File: src/rtl/regfile_2r1w_if.sv
// Bus bundle for the two-read/one-write register file.
// Read handshake: read_valid_X is high for exactly the one cycle after the edge
// that sampled read_en_X = 1; there is no ready and no backpressure.
interface regfile_2r1w_if #(
  parameter int DATAWIDTH = 8,
  parameter int BITS      = 2
);
  logic                 write_en;
  logic [BITS-1:0]      write_address;
  logic [DATAWIDTH-1:0] write_data;

  logic                 read_en_a;
  logic [BITS-1:0]      read_address_a;
  logic [DATAWIDTH-1:0] read_data_a;
  logic                 read_valid_a;

  logic                 read_en_b;
  logic [BITS-1:0]      read_address_b;
  logic [DATAWIDTH-1:0] read_data_b;
  logic                 read_valid_b;

  modport master (
    output write_en, write_address, write_data,
    output read_en_a, read_address_a,
    output read_en_b, read_address_b,
    input  read_data_a, read_valid_a,
    input  read_data_b, read_valid_b
  );

  modport slave (
    input  write_en, write_address, write_data,
    input  read_en_a, read_address_a,
    input  read_en_b, read_address_b,
    output read_data_a, read_valid_a,
    output read_data_b, read_valid_b
  );
endinterface

File: src/rtl/regfile_2r1w.sv
// Register file: 2^BITS entries x DATAWIDTH, one synchronous write port and
// two independent read ports with registered data and a one-cycle valid.
module regfile_2r1w #(
  parameter int DATAWIDTH = 8,
  parameter int BITS      = 2,
  parameter int ZERO_REG  = 0,
  parameter int BYPASS    = 1
) (
  input  logic            clk,
  input  logic            reset,
  regfile_2r1w_if.slave   bus
);

  localparam int DEPTH = 1 << BITS;

  logic [DATAWIDTH-1:0] mem [DEPTH];
  logic [DEPTH-1:0]     wr_sel;
  logic                 wr_any;
  logic                 hit_a;
  logic                 hit_b;
  logic [DATAWIDTH-1:0] tree_a;
  logic [DATAWIDTH-1:0] tree_b;
  logic [DATAWIDTH-1:0] next_a;
  logic [DATAWIDTH-1:0] next_b;
  logic [DATAWIDTH-1:0] data_a;
  logic [DATAWIDTH-1:0] data_b;
  logic                 valid_a;
  logic                 valid_b;

  // Binary tree of 2:1 selects; address bit l chooses between pairs at level l,
  // so the LSB steers the leaf level. Reduction is done in place from the left.
  function automatic logic [DATAWIDTH-1:0] mux_tree(
    input logic [DATAWIDTH-1:0] ents [DEPTH],
    input logic [BITS-1:0]      addr
  );
    logic [DATAWIDTH-1:0] node [DEPTH];
    for (int i = 0; i < DEPTH; i++) node[i] = ents[i];
    for (int l = 0; l < BITS; l++) begin
      for (int i = 0; i < (DEPTH >> (l + 1)); i++) begin
        node[i] = addr[l] ? node[2*i+1] : node[2*i];
      end
    end
    return node[0];
  endfunction

  // One-hot write decode; entry 0 never enables when it is hardwired to zero.
  always_comb begin
    wr_sel = '0;
    for (int i = 0; i < DEPTH; i++) begin
      wr_sel[i] = bus.write_en && (bus.write_address == i[BITS-1:0]);
    end
    if (ZERO_REG != 0) wr_sel[0] = 1'b0;
  end

  assign wr_any = |wr_sel;

  always_ff @(posedge clk or posedge reset) begin
    if (reset) begin
      for (int i = 0; i < DEPTH; i++) mem[i] <= '0;
    end else begin
      for (int i = 0; i < DEPTH; i++) begin
        if (wr_sel[i]) mem[i] <= bus.write_data;
      end
    end
  end

  // A dropped zero-register write never enables wr_any, so it is never forwarded.
  always_comb begin
    tree_a = mux_tree(mem, bus.read_address_a);
    tree_b = mux_tree(mem, bus.read_address_b);
    hit_a  = (BYPASS != 0) && wr_any && (bus.write_address == bus.read_address_a);
    hit_b  = (BYPASS != 0) && wr_any && (bus.write_address == bus.read_address_b);
    next_a = hit_a ? bus.write_data : tree_a;
    next_b = hit_b ? bus.write_data : tree_b;
  end

  always_ff @(posedge clk or posedge reset) begin
    if (reset) begin
      data_a  <= '0;
      valid_a <= 1'b0;
    end else begin
      valid_a <= bus.read_en_a;
      if (bus.read_en_a) data_a <= next_a;
    end
  end

  always_ff @(posedge clk or posedge reset) begin
    if (reset) begin
      data_b  <= '0;
      valid_b <= 1'b0;
    end else begin
      valid_b <= bus.read_en_b;
      if (bus.read_en_b) data_b <= next_b;
    end
  end

  assign bus.read_data_a  = data_a;
  assign bus.read_valid_a = valid_a;
  assign bus.read_data_b  = data_b;
  assign bus.read_valid_b = valid_b;

endmodule
File: src/flat_wrapper.sv
// flat-port wrapper written by rule: the top's interface ports become plain ports
module regfile_2r1w_flat 
#(
  parameter int DATAWIDTH = 8,
  parameter int BITS      = 2,
  parameter int ZERO_REG  = 0,
  parameter int BYPASS    = 1
)
  (clk, reset, bus_write_en, bus_write_address, bus_write_data, bus_read_en_a, bus_read_address_a, bus_read_en_b, bus_read_address_b, bus_read_data_a, bus_read_valid_a, bus_read_data_b, bus_read_valid_b);
  regfile_2r1w_if #(.DATAWIDTH(DATAWIDTH), .BITS(BITS)) bus_i ();
  input  logic clk;
  input  logic reset;
  input wire logic [$bits(bus_i.write_en)-1:0] bus_write_en;
  input wire logic [$bits(bus_i.write_address)-1:0] bus_write_address;
  input wire logic [$bits(bus_i.write_data)-1:0] bus_write_data;
  input wire logic [$bits(bus_i.read_en_a)-1:0] bus_read_en_a;
  input wire logic [$bits(bus_i.read_address_a)-1:0] bus_read_address_a;
  input wire logic [$bits(bus_i.read_en_b)-1:0] bus_read_en_b;
  input wire logic [$bits(bus_i.read_address_b)-1:0] bus_read_address_b;
  output wire logic [$bits(bus_i.read_data_a)-1:0] bus_read_data_a;
  output wire logic [$bits(bus_i.read_valid_a)-1:0] bus_read_valid_a;
  output wire logic [$bits(bus_i.read_data_b)-1:0] bus_read_data_b;
  output wire logic [$bits(bus_i.read_valid_b)-1:0] bus_read_valid_b;
  assign bus_i.write_en = bus_write_en;
  assign bus_i.write_address = bus_write_address;
  assign bus_i.write_data = bus_write_data;
  assign bus_i.read_en_a = bus_read_en_a;
  assign bus_i.read_address_a = bus_read_address_a;
  assign bus_i.read_en_b = bus_read_en_b;
  assign bus_i.read_address_b = bus_read_address_b;
  assign bus_read_data_a = bus_i.read_data_a;
  assign bus_read_valid_a = bus_i.read_valid_a;
  assign bus_read_data_b = bus_i.read_data_b;
  assign bus_read_valid_b = bus_i.read_valid_b;
  regfile_2r1w #(.DATAWIDTH(DATAWIDTH), .BITS(BITS), .ZERO_REG(ZERO_REG), .BYPASS(BYPASS)) u_core (.clk(clk), .reset(reset), .bus(bus_i));
endmodule
File: config.mk
export PLATFORM = sky130hd
export DESIGN_NAME = regfile_2r1w_flat
export DESIGN_NICKNAME = d
export VERILOG_FILES = /design/src/rtl/regfile_2r1w_if.sv /design/src/rtl/regfile_2r1w.sv /design/src/flat_wrapper.sv
export SDC_FILE = /design/constraint.sdc
export NUM_CORES = 1
export LEC_CHECK = 0
export ABC_CLOCK_PERIOD_IN_PS = 2800
export CORE_UTILIZATION = 35
export DETAILED_ROUTE_END_ITERATION = 7
export PLACE_DENSITY = 0.53
export SETUP_SLACK_MARGIN = 0.3
export SLEW_MARGIN = 20
export SYNTH_ARGS = -nofsm -noshare
export SYNTH_HDL_FRONTEND = slang
export SYNTH_SLANG_ARGS = --single-unit
File: constraint.sdc
create_clock -name clk -period 2.8 [get_ports clk]
set_input_delay 0.84 -clock clk [delete_from_list [all_inputs] [get_ports clk]]
set_output_delay 0.84 -clock clk [all_outputs]
set_load 0.01 [all_outputs]
; Yosys cells after proc, flatten, opt, wreduce, memory -nomap -nowiden
; Index checks and enable logic that the tools add are counted.
[word_totals]
ff_bits = 50
input_bits = 19
[classes]
eq_ne = 5
muxes = 8
reduce_logical = 8
[ops]
columns = op, n
row1 = $mux 8, 8
row2 = $logic_and 1x1->1, 6
row3 = $eq 2x2->1, 2
row4 = $eq 2x2->1 const B, 2
row5 = $reduce_or 4->1, 1
row6 = $eq 2x1->1 const B, 1
row7 = $logic_not 2->1, 1

; Logic depth before layout (Yosys ltp)
[logic_depth]
ltp_word = 5
mapped_depth = 4
depth_no_buf = 3

; Worst setup path after synthesis
; OpenSTA, ideal clock, no wires.
[synth_path]
path_type = input to register
startpoint = input port bus_read_address_a[0]
endpoint = register u_core.data_a[7] (netlist: u_core.bus.read_data_a[7])
arrival_ps = 1841
t_required_ps = 2674
stages = 4
path_slack_ps = 833
path_cell_list = buf_6 -> mux4_2 -> o311a_1 -> a221o_1
[synth_between]
elab_chain_len = 3
elab_cells_between_ends = 6
[synth_lines]
columns = element, line_no
row1 = "start, declared", flat_wrapper.sv:17  ; input wire logic [$bits(bus_i.read_address_a)-1:0] bus_read_address_a;
row2 = $mux 8 / $eq 2x2->1 (equally long branches), "regfile_2r1w.sv:40, regfile_2r1w.sv:71"
row3 = $mux 8 / $logic_and 1x1->1 (equally long branches), "regfile_2r1w.sv:40, regfile_2r1w.sv:71"
row4 = $mux 8 *, regfile_2r1w.sv:73  ; next_a = hit_a ? bus.write_data : tree_a;
row5 = "end signal, assigned", regfile_2r1w.sv:83  ; if (bus.read_en_a) data_a <= next_a;
row6 = "end, declared", regfile_2r1w.sv:25  ; logic [DATAWIDTH-1:0] data_a;
; Mark *: on every way between the ends. The rest lies on a longest branch, timed or not.
; A chain may end at the register's enable or synchronous reset.

; Worst setup path in the final report
[layout_path]
startpoint = input port bus_read_address_b[0]
endpoint = register u_core.data_b[4] (netlist: u_core.bus.read_data_b[4])
[layout_between]
elab_chain_len = 3
elab_cells_between_ends = 6
[layout_lines]
columns = element, line_no
row1 = "start, declared", flat_wrapper.sv:19  ; input wire logic [$bits(bus_i.read_address_b)-1:0] bus_read_address_b;
row2 = $mux 8 / $eq 2x2->1 (equally long branches), "regfile_2r1w.sv:40, regfile_2r1w.sv:72"
row3 = $mux 8 / $logic_and 1x1->1 (equally long branches), "regfile_2r1w.sv:40, regfile_2r1w.sv:72"
row4 = $mux 8 *, regfile_2r1w.sv:74  ; next_b = hit_b ? bus.write_data : tree_b;
row5 = "end signal, assigned", regfile_2r1w.sv:93  ; if (bus.read_en_b) data_b <= next_b;
row6 = "end, declared", regfile_2r1w.sv:26  ; logic [DATAWIDTH-1:0] data_b;
; Marked as above.

==> impl_results.md <==
- Status: completed
- Global-route wire length before repair: 10,000 um
- Worst r2r path cells: 3
- Die Width: 85.9 um
- Worst flop-to-flop path endpoint: u_core.bus.read_data_a[7]
- Pwr/cell area: 669 mW/mm^2
- Clock Pin Slew Worst Setup and Hold Paths: 0.09 ns
- Critical Path AT: 2.59 ns
- CTS tree: built
- Top area cells in the synthesized netlist: dfrtp_1 51%, mux4_2 15%, mux2_2 12%
- Slowest CP cell: clkdlybuf4s50_1
- FF+latch count, synth: 50
- Syn Inst Count: 154
- Syn avg cell area: 16.0 sq um
- Core area: 0.00679 sq mm
- Period utilization: 83.9%
- Reg-to-reg critical path startpoint: u_core.mem[7]
- Commonest non-fill, non-tap cell in the layout: dfrtp_1
- Hold Crit Start: u_core.mem[24]
- Hold Path End: u_core.mem[24]
- Slew HR: 50.7%
- Sequential fraction of the synthesis area: 50.8%
- Final hold violations: 0
- Initial antenna violation count: 0
- Post-cts resize count: 0
- Max Slew Vio Count: 0
- CTS Hold Bufs: 0
- Pre-Repair DR Iteration Count: 4
- Worst Setup Start Kind: input pin
- Root Buffer: clkbuf_8
- Number of antenna diodes: 0
- Vias in the first global route: 1,816
- Worst Setup Slack, final: 0.449 ns
- Setup_tns: 0 ns
- GR Util All Layers: 18.6%
- WL/cell: 20.6 um
- Maxcap violations: 0
- RD Place Congestion: 0.780
- Syn nets: 173
- Cell taking the most area after synthesis: dfrtp_1
- Initial Util: 36.3%
- Routed Wire Length: 6240 um
- Tightest Hold Check Type: register to register
- Fraction of layout cells with a size suffix above 1: 35.7%
- Worst Skew: 0.00473 ns
- Drt drc: 0
- YS warnings: 0
- Full die area: 0.00738 sq mm
- Crit path largest cell delay: 0.51 ns
- Netlist cell types: 20
- Post-DRT Antenna Nets: 0
- Most frequent cells in the layout: 50 x dfrtp_1, 36 x clkdlybuf4s50_1, 26 x mux2_2
- VDD IR max: 0.000290 V
- Die Ht: 85.9 um
- CTS Buf Count: 5
- Worst-Margin Slew: 0.734 ns
- Synthesized area: 0.00246 sq mm
- Hold Path Cell Cnt: 1
- F_max: 425 MHz
- DR iter-0 viols: 86
- Detailed-route via count: 1,661
- # rows: 30
- Crit Path Class: input pin to register
- GR Overflow Total: 0
- Sink Count: 50
- Nets: 225
- # port buffers: 36
- Post-CTS Setup Bufs: 0
- R2r setup slk: 1.39 ns
- Largest net degree at the start of global routing: 51
- Pre-CTS WS: 0.123 ns
- Area of the multi-input gates: 0.00113 sq mm
- Setup crit end kind: register
- Total leakage power: 1.28 nW
- Clk Latency, worst-skew pair: 0.30 ns
- Crit-path cells: clkdlybuf4s50_1 -> buf_12 -> xor2_1 -> o31a_1 -> a221o_1
- Area Growth Syn to Fin: 28.4%
- RSZ-0062 raised after global routing: no
- H-tree depth: 2
- Final Setup Violations: 0
- Yosys top cell area share: 50.8%
- CP required: 3.04 ns
- Fill count: 611
- Worst Path Max Fanout: 9
- Detailed Place HPWL: 4250 um
- Sequential cell area: 0.00125 sq mm
- Clock Tree Buf Depth: 2
- Via/cell ratio: 5.48
- # IOs: 37
- Shortest period the worst path allows: 2.35 ns
## synth_stat cells
library cell  number
buf_2              1
xor2_1             2
nor4_4             2
dfrtp_1           50
buf_4              2
mux2_2            26
xor2_2             2
o31a_1             2
o311a_1            2
a221o_1           16
buf_6              3
nor2b_1           14
mux4_2            16
inv_1              3
nand3b_1           2
mux2_1             6
nor3_4             1
inv_2              1
clkbuf_2           2
nand3_1            1
## per-stage QoR
| step | instance area (sq um) | total power [mW] | hold slack [ns] | cells | utilization, % |
|---|---|---|---|---|---|
| after floorplan | 2460 | 1.27 | 0.471 | 154 | - |
| after global placement | 3020 | 1.49 | 0.491 | 295 | 44.5 |
| after global routing | 3160 | 2.22 | 0.549 | 303 | 46.6 |
| after CTS | 3160 | 2.14 | 0.522 | 303 | 46.6 |
| after detailed placement | 3020 | 1.51 | 0.501 | 295 | 44.5 |
| final | 3160 | 2.12 | 0.517 | 303 | 46.6 |
## final cells by class
class,instances,area share [%]
Clock inverter,2,1.90
Timing Repair Buffer,53,15.8
Multi-Input combinational cell,92,35.9
Sequential cell,50,39.5
Tap cell,96,3.80
Inverter,4,0.474
Clock buffer,6,2.61
## flip-flops by register name (all words and copies together) (netlist names)
register	flops
u_core.mem	32
u_core.bus.read_data_a	8
u_core.bus.read_data_b	8
u_core.bus.read_valid_a	1
u_core.bus.read_valid_b	1
## cells by family after synthesis
kind of cell              after synthesis  synth area share, %
DFF                                    50                 50.8
buffers and inverters                  12                 3.20
AOI/OAI and AO/OA                      20                 8.02
and+or+nand+nor                        20                 6.75
xor gates and xnor gates                4                 2.03
muxes                                  48                 29.2
## routing by layer
layer | routed length (um) | share of wire [%] | GRT usage (%) | vias up
met3 | 364 | 5.8 | 3.37 | 11
met4 | 157 | 2.5 | 8.48 | 0
met5 | 0 | 0 | 0 | -
li1 | - | - | - | 704
met1 | 2680 | 43 | 24.8 | 880
met2 | 3040 | 49 | 29.7 | 66
## power breakdown
group	total, mW	switching (mW)	internal, mW
clock	0.625	0.244	0.381
combinational	0.533	0.196	0.338
sequential	0.958	0.0948	0.863
total	2.12	0.535	1.58
## how the worst max path moves through the flow
| stage | from | to | slack (ns) | depth (start not counted) |
|---|---|---|---|---|
| 2_1_floorplan | reset | u_core.bus.read_data_a[0] | 0.76 | 1 |
| 3_3_place_gp | bus_read_address_b[0] | u_core.bus.read_data_b[4] | 0.15 | 5 |
| 3_5_place_dp | bus_read_address_b[0] | u_core.bus.read_data_b[4] | 0.12 | 5 |
| 4_1_cts | bus_read_address_b[0] | u_core.bus.read_data_b[4] | 0.42 | 5 |
| 5_1_grt | bus_read_address_b[0] | u_core.bus.read_data_b[4] | 0.36 | 5 |
| 6_report | bus_read_address_b[0] | u_core.bus.read_data_b[4] | 0.45 | 5 |
## worst max-delay path, delay by kind of cell
family	cells	cell delay, ns
AOI/OAI and AO/OA	2	0.70
xor gates and xnor gates	1	0.36
buffers and inverters	2	0.67
Note: power is estimated with default switching activity, not from simulation.
